File: src/rtl/lvl_pulse_rx_pkg.sv
// Shared definitions for the level-to-pulse receiver: FSM state encoding,
// default parameter values and a small state classification helper.
package lvl_pulse_rx_pkg;

  // Fixed encodings; other blocks in the family decode these values directly.
  typedef enum logic [1:0] {
    ST_LOW     = 2'd0,
    ST_QUAL_HI = 2'd1,
    ST_HIGH    = 2'd2,
    ST_QUAL_LO = 2'd3
  } state_t;

  localparam int unsigned DEF_SYNC_STAGES = 2;
  localparam int unsigned DEF_QUAL_CYC    = 20;
  localparam int unsigned DEF_CW          = 5;

  // True while a candidate edge is being timed.
  function automatic logic is_qual(input state_t st);
    return (st == ST_QUAL_HI) || (st == ST_QUAL_LO);
  endfunction

endpackage

File: src/rtl/lvl_pulse_rx_sync_chain.sv
// Multi-flop synchroniser for one asynchronous level. Output s is the last
// stage; every stage clears to 0 on reset.
module lvl_pulse_rx_sync_chain #(
  parameter int STAGES = 2
) (
  input  logic clk,
  input  logic reset,
  input  logic d,
  output logic s
);

  logic [STAGES-1:0] ff;

  // Shift the raw level through the chain; stage 0 is the metastable catcher.
  always_ff @(posedge clk or posedge reset) begin
    if (reset) begin
      ff <= '0;
    end else begin
      ff <= {ff[STAGES-2:0], d};
    end
  end

  assign s = ff[STAGES-1];

endmodule

File: src/rtl/lvl_pulse_rx.sv
// Level-to-pulse receiver: synchronises an asynchronous level, rejects
// glitches shorter than the qualification time and emits a one-clock pulse
// on each qualified rising and falling edge, gated by en.
//
// state      | meaning
// -----------+--------------------------------------------------------
// ST_LOW     | qualified level is 0, waiting for s=1
// ST_QUAL_HI | s went high, timing it; any s=0 drops the candidate
// ST_HIGH    | qualified level is 1, waiting for s=0
// ST_QUAL_LO | s went low, timing it; any s=1 drops the candidate
module lvl_pulse_rx
  import lvl_pulse_rx_pkg::*;
#(
  parameter int SYNC_STAGES = DEF_SYNC_STAGES,  // >= 2
  parameter int QUAL_CYC    = DEF_QUAL_CYC,     // >= 1
  parameter int CW          = DEF_CW            // must hold QUAL_CYC-1
) (
  input  logic clk,
  input  logic reset,
  input  logic l,
  input  logic en,
  output logic q,
  output logic p_rise,
  output logic p_fall,
  output logic busy
);

  // Loading QUAL_CYC-1 and accepting on cnt==0 with s still matching means
  // QUAL_CYC+1 consecutive equal samples are needed for acceptance.
  localparam logic [CW-1:0] CNT_LOAD = CW'(QUAL_CYC - 1);

  logic          s;
  state_t        state_q, state_d;
  logic [CW-1:0] cnt_q, cnt_d;
  logic          q_d;
  logic          rise_d;
  logic          fall_d;
  logic          busy_d;

  lvl_pulse_rx_sync_chain #(
    .STAGES (SYNC_STAGES)
  ) u_sync (
    .clk   (clk),
    .reset (reset),
    .d     (l),
    .s     (s)
  );

  // Next-state, counter and output decode; a mismatching s always wins over
  // counter expiry so a glitch in the final cycle is still rejected.
  always_comb begin
    state_d = state_q;
    cnt_d   = cnt_q;
    q_d     = q;
    rise_d  = 1'b0;
    fall_d  = 1'b0;
    unique case (state_q)
      ST_LOW: begin
        if (s) begin
          state_d = ST_QUAL_HI;
          cnt_d   = CNT_LOAD;
        end
      end
      ST_QUAL_HI: begin
        if (!s) begin
          state_d = ST_LOW;
        end else if (cnt_q == '0) begin
          state_d = ST_HIGH;
          q_d     = 1'b1;
          rise_d  = en;
        end else begin
          cnt_d = cnt_q - CW'(1);
        end
      end
      ST_HIGH: begin
        if (!s) begin
          state_d = ST_QUAL_LO;
          cnt_d   = CNT_LOAD;
        end
      end
      ST_QUAL_LO: begin
        if (s) begin
          state_d = ST_HIGH;
        end else if (cnt_q == '0) begin
          state_d = ST_LOW;
          q_d     = 1'b0;
          fall_d  = en;
        end else begin
          cnt_d = cnt_q - CW'(1);
        end
      end
    endcase
    busy_d = is_qual(state_d);
  end

  // Register state, counter and every output; reset aborts any qualification.
  always_ff @(posedge clk or posedge reset) begin
    if (reset) begin
      state_q <= ST_LOW;
      cnt_q   <= '0;
      q       <= 1'b0;
      p_rise  <= 1'b0;
      p_fall  <= 1'b0;
      busy    <= 1'b0;
    end else begin
      state_q <= state_d;
      cnt_q   <= cnt_d;
      q       <= q_d;
      p_rise  <= rise_d;
      p_fall  <= fall_d;
      busy    <= busy_d;
    end
  end

endmodule
File: config.mk
export PLATFORM = sky130hd
export DESIGN_NAME = lvl_pulse_rx
export DESIGN_NICKNAME = d
export VERILOG_FILES = /design/src/rtl/lvl_pulse_rx_pkg.sv /design/src/rtl/lvl_pulse_rx_sync_chain.sv /design/src/rtl/lvl_pulse_rx.sv
export SDC_FILE = /design/constraint.sdc
export NUM_CORES = 1
export LEC_CHECK = 0
export BUFFER_PORTS_ARGS = -buffer_cell sky130_fd_sc_hd__buf_4
export CELL_PAD_IN_SITES_DETAIL_PLACEMENT = 1
export CELL_PAD_IN_SITES_GLOBAL_PLACEMENT = 2
export CORE_UTILIZATION = 31
export DETAILED_ROUTE_END_ITERATION = 12
export PLACE_DENSITY = 0.66
export SLEW_MARGIN = 25
export SYNTH_ARGS = -nofsm -noshare
export SYNTH_HDL_FRONTEND = slang
export SYNTH_SLANG_ARGS = --single-unit
File: constraint.sdc
create_clock -name clk -period 1.4 [get_ports clk]
set_input_delay 0.07 -clock clk [delete_from_list [all_inputs] [get_ports clk]]
set_output_delay 0.07 -clock clk [all_outputs]
set_load 0.02 [all_outputs]
# Yosys cells after proc, flatten, opt, wreduce, memory -nomap -nowiden
# Index checks and enable logic that the tools add are counted.
# op_classes
add_sub_neg	1
eq_ne	11
muxes	23
reduce_logical	6
# ops
cell	n
two-way mux 5 bit	5
one-hot mux 5 bit (4 select lines)	1
two-way mux 2 bit	6
two-way mux 1 bit	9
inequality test 2 bit, second input constant	4
one-hot mux 2 bit (4 select lines)	1
== test 2 bit, second input constant	3
zero test 5 bit	1
AND reduction 5 bit	1
subtractor 5 x 1 -> 5 bit, second input constant	1
== test 2 x 1 -> 1 bit, second input constant	2
inequality test 2 x 1 -> 1 bit, second input constant	2
AND reduction 4 bit	1
zero test 2 bit	1
one-hot mux 1 bit (2 select lines)	1
nonzero test 2 bit	1
logical OR 1 bit	1
# word_totals
regBits	13
input_bits	4
output_inout_bits	4
wordCells	48

# Logic depth before layout (Yosys ltp)
# Gate-level depths: netlist (run 1).
# depth
depth_word	6
ltp_mapped	5

# Cells and area by module
# Synthesis (run 1) repeated with hierarchy kept, for this count alone.
# hier_totals
hier_cells	45
hier_area_um2	526.8
# modules_own_cells
module	instances	cells_per_inst	area_per_inst_um2
lvl_pulse_rx	1	42	473.0
lvl_pulse_rx_sync_chain	1	3	53.8

# Worst setup path before layout (run 1)
# Ideal clock, no wire load.
# synth_path
path_type	reg2reg
from	register cnt_q[0]
to	register cnt_q[0]
setup_time_ns	0.128
t_arrival_ns	1.359
required_ns	1.272
setup_slack_ns	-0.086
stages_incl_launch_ff	6
path_buffers	0
synth_period_minus_slack_ns	1.486
path_cell_list	dfrtp_1 -> inv_1 -> ha_1 -> and3b_1 -> a21oi_2 -> mux2_1
# synth_via
elab_chain_len	4
# synth_rtl
element	line	text
start, declared	lvl_pulse_rx.sv:34	logic [CW-1:0] cnt_q, cnt_d;
start signal, assigned	lvl_pulse_rx.sv:107	cnt_q <= cnt_d;
subtractor 5 x 1 -> 5 bit or zero test 5 bit (tied branches)	--	
two-way mux 5 bit *	lvl_pulse_rx.sv:67, lvl_pulse_rx.sv:84	
two-way mux 5 bit, on equally long branches	lvl_pulse_rx.sv:82, lvl_pulse_rx.sv:65	
one-hot mux 5 bit (4 select lines) *	lvl_pulse_rx.sv:57	unique case (state_q)
# Mark *: on every way between the ends. The rest lies on a longest branch, timed or not. The select of a mux whose other input is x is not followed.
# A chain may end at the register's enable or synchronous reset.

# Final worst setup path (run 1)
# layout_path
from	register cnt_q[1]
to	register cnt_q[1]
# The elaborated chain is that of the path after synthesis.

==> results.json, run 1 <==
{
  "status": "finished with violations",
  "violations": "negative setup slack",
  "diodes": 0,
  "maxCapViolCount": 0,
  "fin_worst_skew_ns": 0.00938,
  "synth_warnings": 0,
  "grtUsageMet2": 0.256,
  "setup_viol": 5,
  "grt-busiest-layer": "met2",
  "drc": 0,
  "wire_per_inst_um": 14.9,
  "finalMaxSlewViolations": 0,
  "r2r_end": "cnt_q[1]",
  "drt-total-wl_mm": 1.22,
  "num_rows": 14,
  "rsz0062_at_grt": "true",
  "clk_pin_slew_ns": 0.08,
  "use_met3": 0.0367,
  "fmax_ghz": 0.681,
  "htreeDepth": 1,
  "crit_fanout": 3,
  "seq_area_um2": 300,
  "p_switching_w": 0.000522,
  "irDropWorstVdd_mv": 0.860,
  "power_w": 0.00142,
  "drive_above_1_share": 0.485,
  "ioPinCount": 8,
  "dr_total_vias": 421,
  "cts_buffers": 3,
  "grt_pass1_vias": 449,
  "clock_latency_ns": 0.27,
  "power.combinational.fraction": 0.467,
  "setup.worst_path.end_class": "register",
  "coreArea_um2": 1580,
  "hold_class": "primary input to register",
  "leakagePower_nw": 0.388,
  "fin_crit_sh": 1.05,
  "drt_iter0_markers": 3,
  "relSlewSlack": 0.691,
  "syn_avg_cell_area_um2": 12.7,
  "finish.net_count": 73,
  "critPathKind": "register to register",
  "endpoint": "cnt_q[1]",
  "hold_violations": 0,
  "vias_per_cell": 5.13,
  "clockPowerShare": 0.151,
  "worst_pin_slew_ns": 0.461,
  "initial_core_util": 0.348,
  "portBuffers": 7,
  "synth_area_leader_cell": "dfrtp_1",
  "cts-root-buf": "clkbuf_4",
  "synth_seq_cells": 12,
  "dp_hpwl_um": 893,
  "cp_data_arrival_time_ns": 1.63,
  "grt_pass1_wl_mm": 2.04,
  "period_needed_ns": 1.47,
  "synthCells": 43,
  "die_y_um": 44.0,
  "drtPass1Iterations": 3,
  "placed_cell_area_um2": 708,
  "power-per-cell-area_nw_per_um2": 1820,
  "r2r_start": "cnt_q[1]",
  "tns_ns": -0.185,
  "grt_usage": 0.152,
  "p_sw_frac": 0.368,
  "post-synth-top-area-fraction": 0.548,
  "multiInputGateArea_um2": 259,
  "synth_nets": 48,
  "fin_ws_ns": -0.0687,
  "clkSinkCount": 12,
  "p_seq_frac": 0.382,
  "startpoint_type": "register",
  "cts_tree": "done",
  "antenna_found_initial": 0,
  "synth.distinct_cells": 24,
  "yosysSeqAreaShare": 0.548,
  "worstRegToRegCells": 5,
  "ant_nets": 0,
  "ctsLongestPathBuffers": 2,
  "gr-total-overflow": 0,
  "area_delta_synth_final_pct": 42.2,
  "fillers": 170,
  "syn_area_um2": 548,
  "worst_ep_required_time_ns": 1.56,
  "final_util": 0.494,
  "synthTopCellsByArea": "dfrtp_1 55%, a2111oi_4 5.0%, inv_1 4.1%, mux2_1 4.1%, and4b_1 3.7%",
  "stdcell_area_um2": 779,
  "die_x_um": 44.0,
  "grt.met1_usage": 0.182,
  "p_int_w": 0.000894,
  "place.gp.congestion": 0.756,
  "crit_start": "cnt_q[1]",
  "worstHoldStart": "en",
  "r2r_slack_ns": -0.07,
  "die_area_um2": 1940,
  "grt_max_degree": 13
}
-- Yosys cell counts --
library cell and n:
nor2_1 1, inv_1 6, a22o_1 1, a31oi_1 1, mux2_1 2, xnor2_2 1
mux2_2 1, a21oi_2 1, a21o_1 1, a221o_1 1, nand2_1 2, and4b_1 2
nand3b_1 1, o21ai_0 1, dfrtp_1 12, o41ai_1 1, and3b_1 1, o22a_1 1
a2111oi_4 1, nor4_1 1, nor3_1 1, ha_1 1, and3_1 1, or3_1 1
-- power by group through the flow --
stage          combinational [W]  clock (W)  sequential [W]
2_1_floorplan           0.000291          0        0.000568
3_3_place_gp            0.000549          0        0.000533
3_5_place_dp            0.000584          0        0.000543
4_1_cts                 0.000667   0.000224        0.000542
5_1_grt                 0.000720   0.000231        0.000558
6_report                0.000661   0.000213        0.000542
-- per-stage QoR --
stage / hold slack [ns] / worst slack, ns / std cells
global route: 0.0919 / -0.124 / 82
global placement: 0.0938 / -0.0251 / 76
detailed placement: 0.116 / -0.127 / 76
finish: 0.0836 / -0.0687 / 82
floorplan: -0.0653 / -0.0198 / 43
CTS: 0.0787 / -0.0577 / 82
-- worst max-delay path, cell delays in order (launching register included) --
cell and delay (ns):
dfrtp_1 0.39, inv_2 0.06, ha_4 0.16, and3b_2 0.24
a21oi_4 0.19, mux2_4 0.32
-- per-layer routing --
metal	share of wire	up-vias	wire (um)
met5	0	-	0
met4	0.0082	0	10
met3	0.029	2	36
met2	0.52	7	639
met1	0.44	206	535
li1	-	206	-
-- cells in the final DEF, fill, tap and decap left out --
cell type and count:
buf_4 18, dfrtp_1 12, inv_1 4, clkbuf_4 3, nand2_1 2, mux2_4 2
inv_2 2, and4b_1 2, dlygate4sd3_1 2, and3b_2 1, nor2_1 1, xnor2_2 1
a21oi_4 1, o41ai_1 1, o21ai_0 1, a21o_1 1, a22o_1 1, nand3b_1 1
nor3_2 1, mux2_2 1, or3_1 1, a2111oi_4 1, and3_1 1, a221o_1 1
a31oi_1 1, nor4_1 1, o22a_1 1, ha_4 1
-- final cells by class --
class,count,share of cell area
inverter,6,0.0289
multi-input combinational,25,0.332
sequential,12,0.385
tap,16,0.0257
clock buffer,3,0.0289
timing repair buffer,20,0.199
-- worst min path at each step --
stage,end,depth (start not counted)
3_5_place_dp,q,2
2_1_floorplan,busy,1
6_report,p_rise,2
4_1_cts,p_rise,2
3_3_place_gp,u_sync.ff[0],2
5_1_grt,p_rise,2
-- cell families (layout without fill, tap and decap cells) --
| family | Yosys count | count (layout) | share of synthesized area |
|---|---|---|---|
| fa+ha+maj | 1 | 1 | 0.0228 |
| compound gates | 9 | 9 | 0.167 |
| mux | 3 | 3 | 0.0616 |
| flops | 12 | 12 | 0.548 |
| simple gates | 11 | 11 | 0.130 |
| buf+inv | 6 | 29 | 0.0411 |
| xor+xnor | 1 | 1 | 0.0297 |
-- sequential cells by signal (all words and copies together), names as in the netlist --
name and cells:
p_fall 1, cnt_q 5, p_rise 1, busy 1, q 1, u_sync.ff 2
state_q 1
-- what timing repair did --
item                                   in CTS  in global routing
resized for setup                           6                  0
setup buffers                               1                  0
endpoints found under the hold margin      13                  0
hold buffers                                2                  0
gates cloned                                0                  0
setup endpoints to repair                   8                  7
pin swaps                                   2                  0
(Power assumes the default switching activity.)
==> inputs of run 2 (changes only) <==
==> constraint.sdc (replaced) <==
create_clock -name clk -period 1.26 [get_ports clk]
set_input_delay 0.063 -clock clk [delete_from_list [all_inputs] [get_ports clk]]
set_output_delay 0.063 -clock clk [all_outputs]
set_load 0.02 [all_outputs]
==> run 2 against run 1 <==
The run still ends with negative setup slack left. First-iteration DRC count increased by 67%. Worst setup slack got worse by 0.14 ns. Fmax about the same. Hold slack got worse by 0.0020 ns. Design area increased by 3.9%. Count of clock-buffer cells in the layout unchanged. Via count increased by 9.5%. Die area unchanged. Clock skew decreased by 0.0072 ns. Critical path type unchanged.
==> results.json, run 2 (same netlist as run 1, synthesis figures left out) <==
{
  "stdcell_area_um2": 810,
  "gr-total-overflow": 0,
  "cts-root-buf": "clkbuf_4",
  "htreeDepth": 1,
  "die_area_um2": 1940,
  "drt_iter0_markers": 5,
  "leakagePower_nw": 0.407,
  "drive_above_1_share": 0.514,
  "diodes": 0,
  "preCtsSetupSlack_ns": -0.251,
  "num_rows": 14,
  "final_cell_mix": "22 x buf_4, 12 x dfrtp_1, 4 x inv_1, 3 x clkbuf_4",
  "cp_data_arrival_time_ns": 1.63,
  "fin_ws_ns": -0.210,
  "violations": "negative setup slack",
  "clock_latency_ns": 0.27,
  "irDropWorstVdd_mv": 0.977,
  "status": "finished with violations",
  "p_switching_w": 0.000611,
  "place.gp.congestion": 0.762,
  "maxCapViolCount": 0,
  "antenna_found_initial": 0,
  "drtPass1Iterations": 3,
  "grt_max_degree": 13,
  "grt_pass1_vias": 496,
  "grt_pass1_wl_mm": 2.37,
  "crit_fanout": 4,
  "drc": 0,
  "vias_per_cell": 5.36,
  "cts_buffers": 3,
  "clk_pin_slew_ns": 0.07,
  "ctsLongestPathBuffers": 2,
  "worst_ep_required_time_ns": 1.42,
  "largest_reg_flops": 5,
  "worst_hold_slack_ns": 0.0816,
  "period_needed_ns": 1.47,
  "r2r_slack_ns": -0.21,
  "cts_tree": "done",
  "rsz0062_at_grt": "true",
  "ioPinCount": 8,
  "p_int_w": 0.00105,
  "finalMaxSlewViolations": 0,
  "dr_total_vias": 461,
  "clockPowerShare": 0.141,
  "setup.worst_path.end_class": "register",
  "crit_buf_inv": 1,
  "fin_worst_skew_ns": 0.00222,
  "setup_viol": 9,
  "clkSinkCount": 12,
  "hold_class": "primary input to register",
  "critPathTopFamily": "flip-flops",
  "dp_hpwl_um": 989,
  "critPathKind": "register to register",
  "initial_core_util": 0.348,
  "wire_per_inst_um": 17.2,
  "fin_crit_sh": 1.17,
  "top_regs": "cnt_q: 5 flops, u_sync.ff: 2 flops",
  "fmax_ghz": 0.680,
  "placed_cell_area_um2": 721,
  "coreArea_um2": 1580,
  "p_seq_frac": 0.360,
  "slowest_stage": "dfrtp_1",
  "final_common_cell": "buf_4",
  "ant_nets": 0,
  "hold_violations": 0,
  "portBuffers": 7,
  "relSlewSlack": 0.682,
  "regMostFlops": "cnt_q",
  "die_x_um": 44.0,
  "die_y_um": 44.0,
  "finish.net_count": 77,
  "grt_usage": 0.177,
  "drt-total-wl_mm": 1.48,
  "slowest_delay_ns": 0.40,
  "worst_pin_slew_ns": 0.476,
  "power.combinational.fraction": 0.499,
  "p_sw_frac": 0.367,
  "power-per-cell-area_nw_per_um2": 2060,
  "startpoint_type": "register",
  "area_delta_synth_final_pct": 47.7,
  "path_cells": "inv_2, ha_4, and3b_2, a21oi_4, mux2_4"
}
[run 2: cell types whose count changed in the layout (fill, tap and decap cells not counted), sizes merged]
cell  previous run  this run
buf             18        22
[run 2: worst paths after layout]
kind,startpoint,endpoint,cells past startpoint
min reg2reg,u_sync.ff[0],u_sync.ff[1],0
min in group asynchronous,reset,q,3
max in group asynchronous,reset,cnt_q[4],3
max,cnt_q[0],cnt_q[1],5
min,en,p_rise,2
max reg2reg,cnt_q[0],cnt_q[1],5
[run 2: layout make-up]
cell class / instances / area (um^2)
multi-input cells: 25 / 259
inverters: 6 / 22.5
flip-flops and latches: 12 / 300
repair buffers: 24 / 185
clock buffers: 3 / 22.5
well taps: 16 / 20.0
fillers: 171 / 767
[run 2: metrics by stage]
| stage | total power (W) | cells | utilization | TNS [ns] |
|---|---|---|---|---|
| global placement | 0.00121 | 77 | 0.457 | -0.656 |
| finish | 0.00167 | 86 | 0.513 | -1.27 |
| floorplan | 0.000961 | 43 | - | -0.460 |
| global route | 0.00177 | 86 | 0.513 | -1.85 |
| detailed placement | 0.00127 | 77 | 0.457 | -1.20 |
| CTS | 0.00163 | 84 | 0.504 | -1.22 |
[run 2: power groups by stage]
stage,sequential [W],clock (W),combinational (W)
2_1_floorplan,0.000636,0,0.000325
3_5_place_dp,0.000605,0,0.000661
5_1_grt,0.000617,0.000263,0.000886
6_report,0.000599,0.000235,0.000831
4_1_cts,0.000599,0.000252,0.000783
3_3_place_gp,0.000598,0,0.000608
[run 2: what timing repair did]
| action | 4_1_cts | 5_1_grt |
|---|---|---|
| setup buffers | 2 | 2 |
| hold endpoints to repair | 13 | 0 |
| hold buffers | 2 | 0 |
| resized for setup | 5 | 0 |
| pin swaps | 3 | 0 |
| endpoints found under the setup margin | 9 | 10 |
[run 2: per-layer routing]
layer / global-route usage / wire length, um / vias to the layer above
met4: 0.0909 / 16 / 0
li1: - / - / 211
met3: 0.0367 / 44 / 2
met2: 0.303 / 787 / 9
met1: 0.209 / 629 / 239
met5: 0 / 0 / -
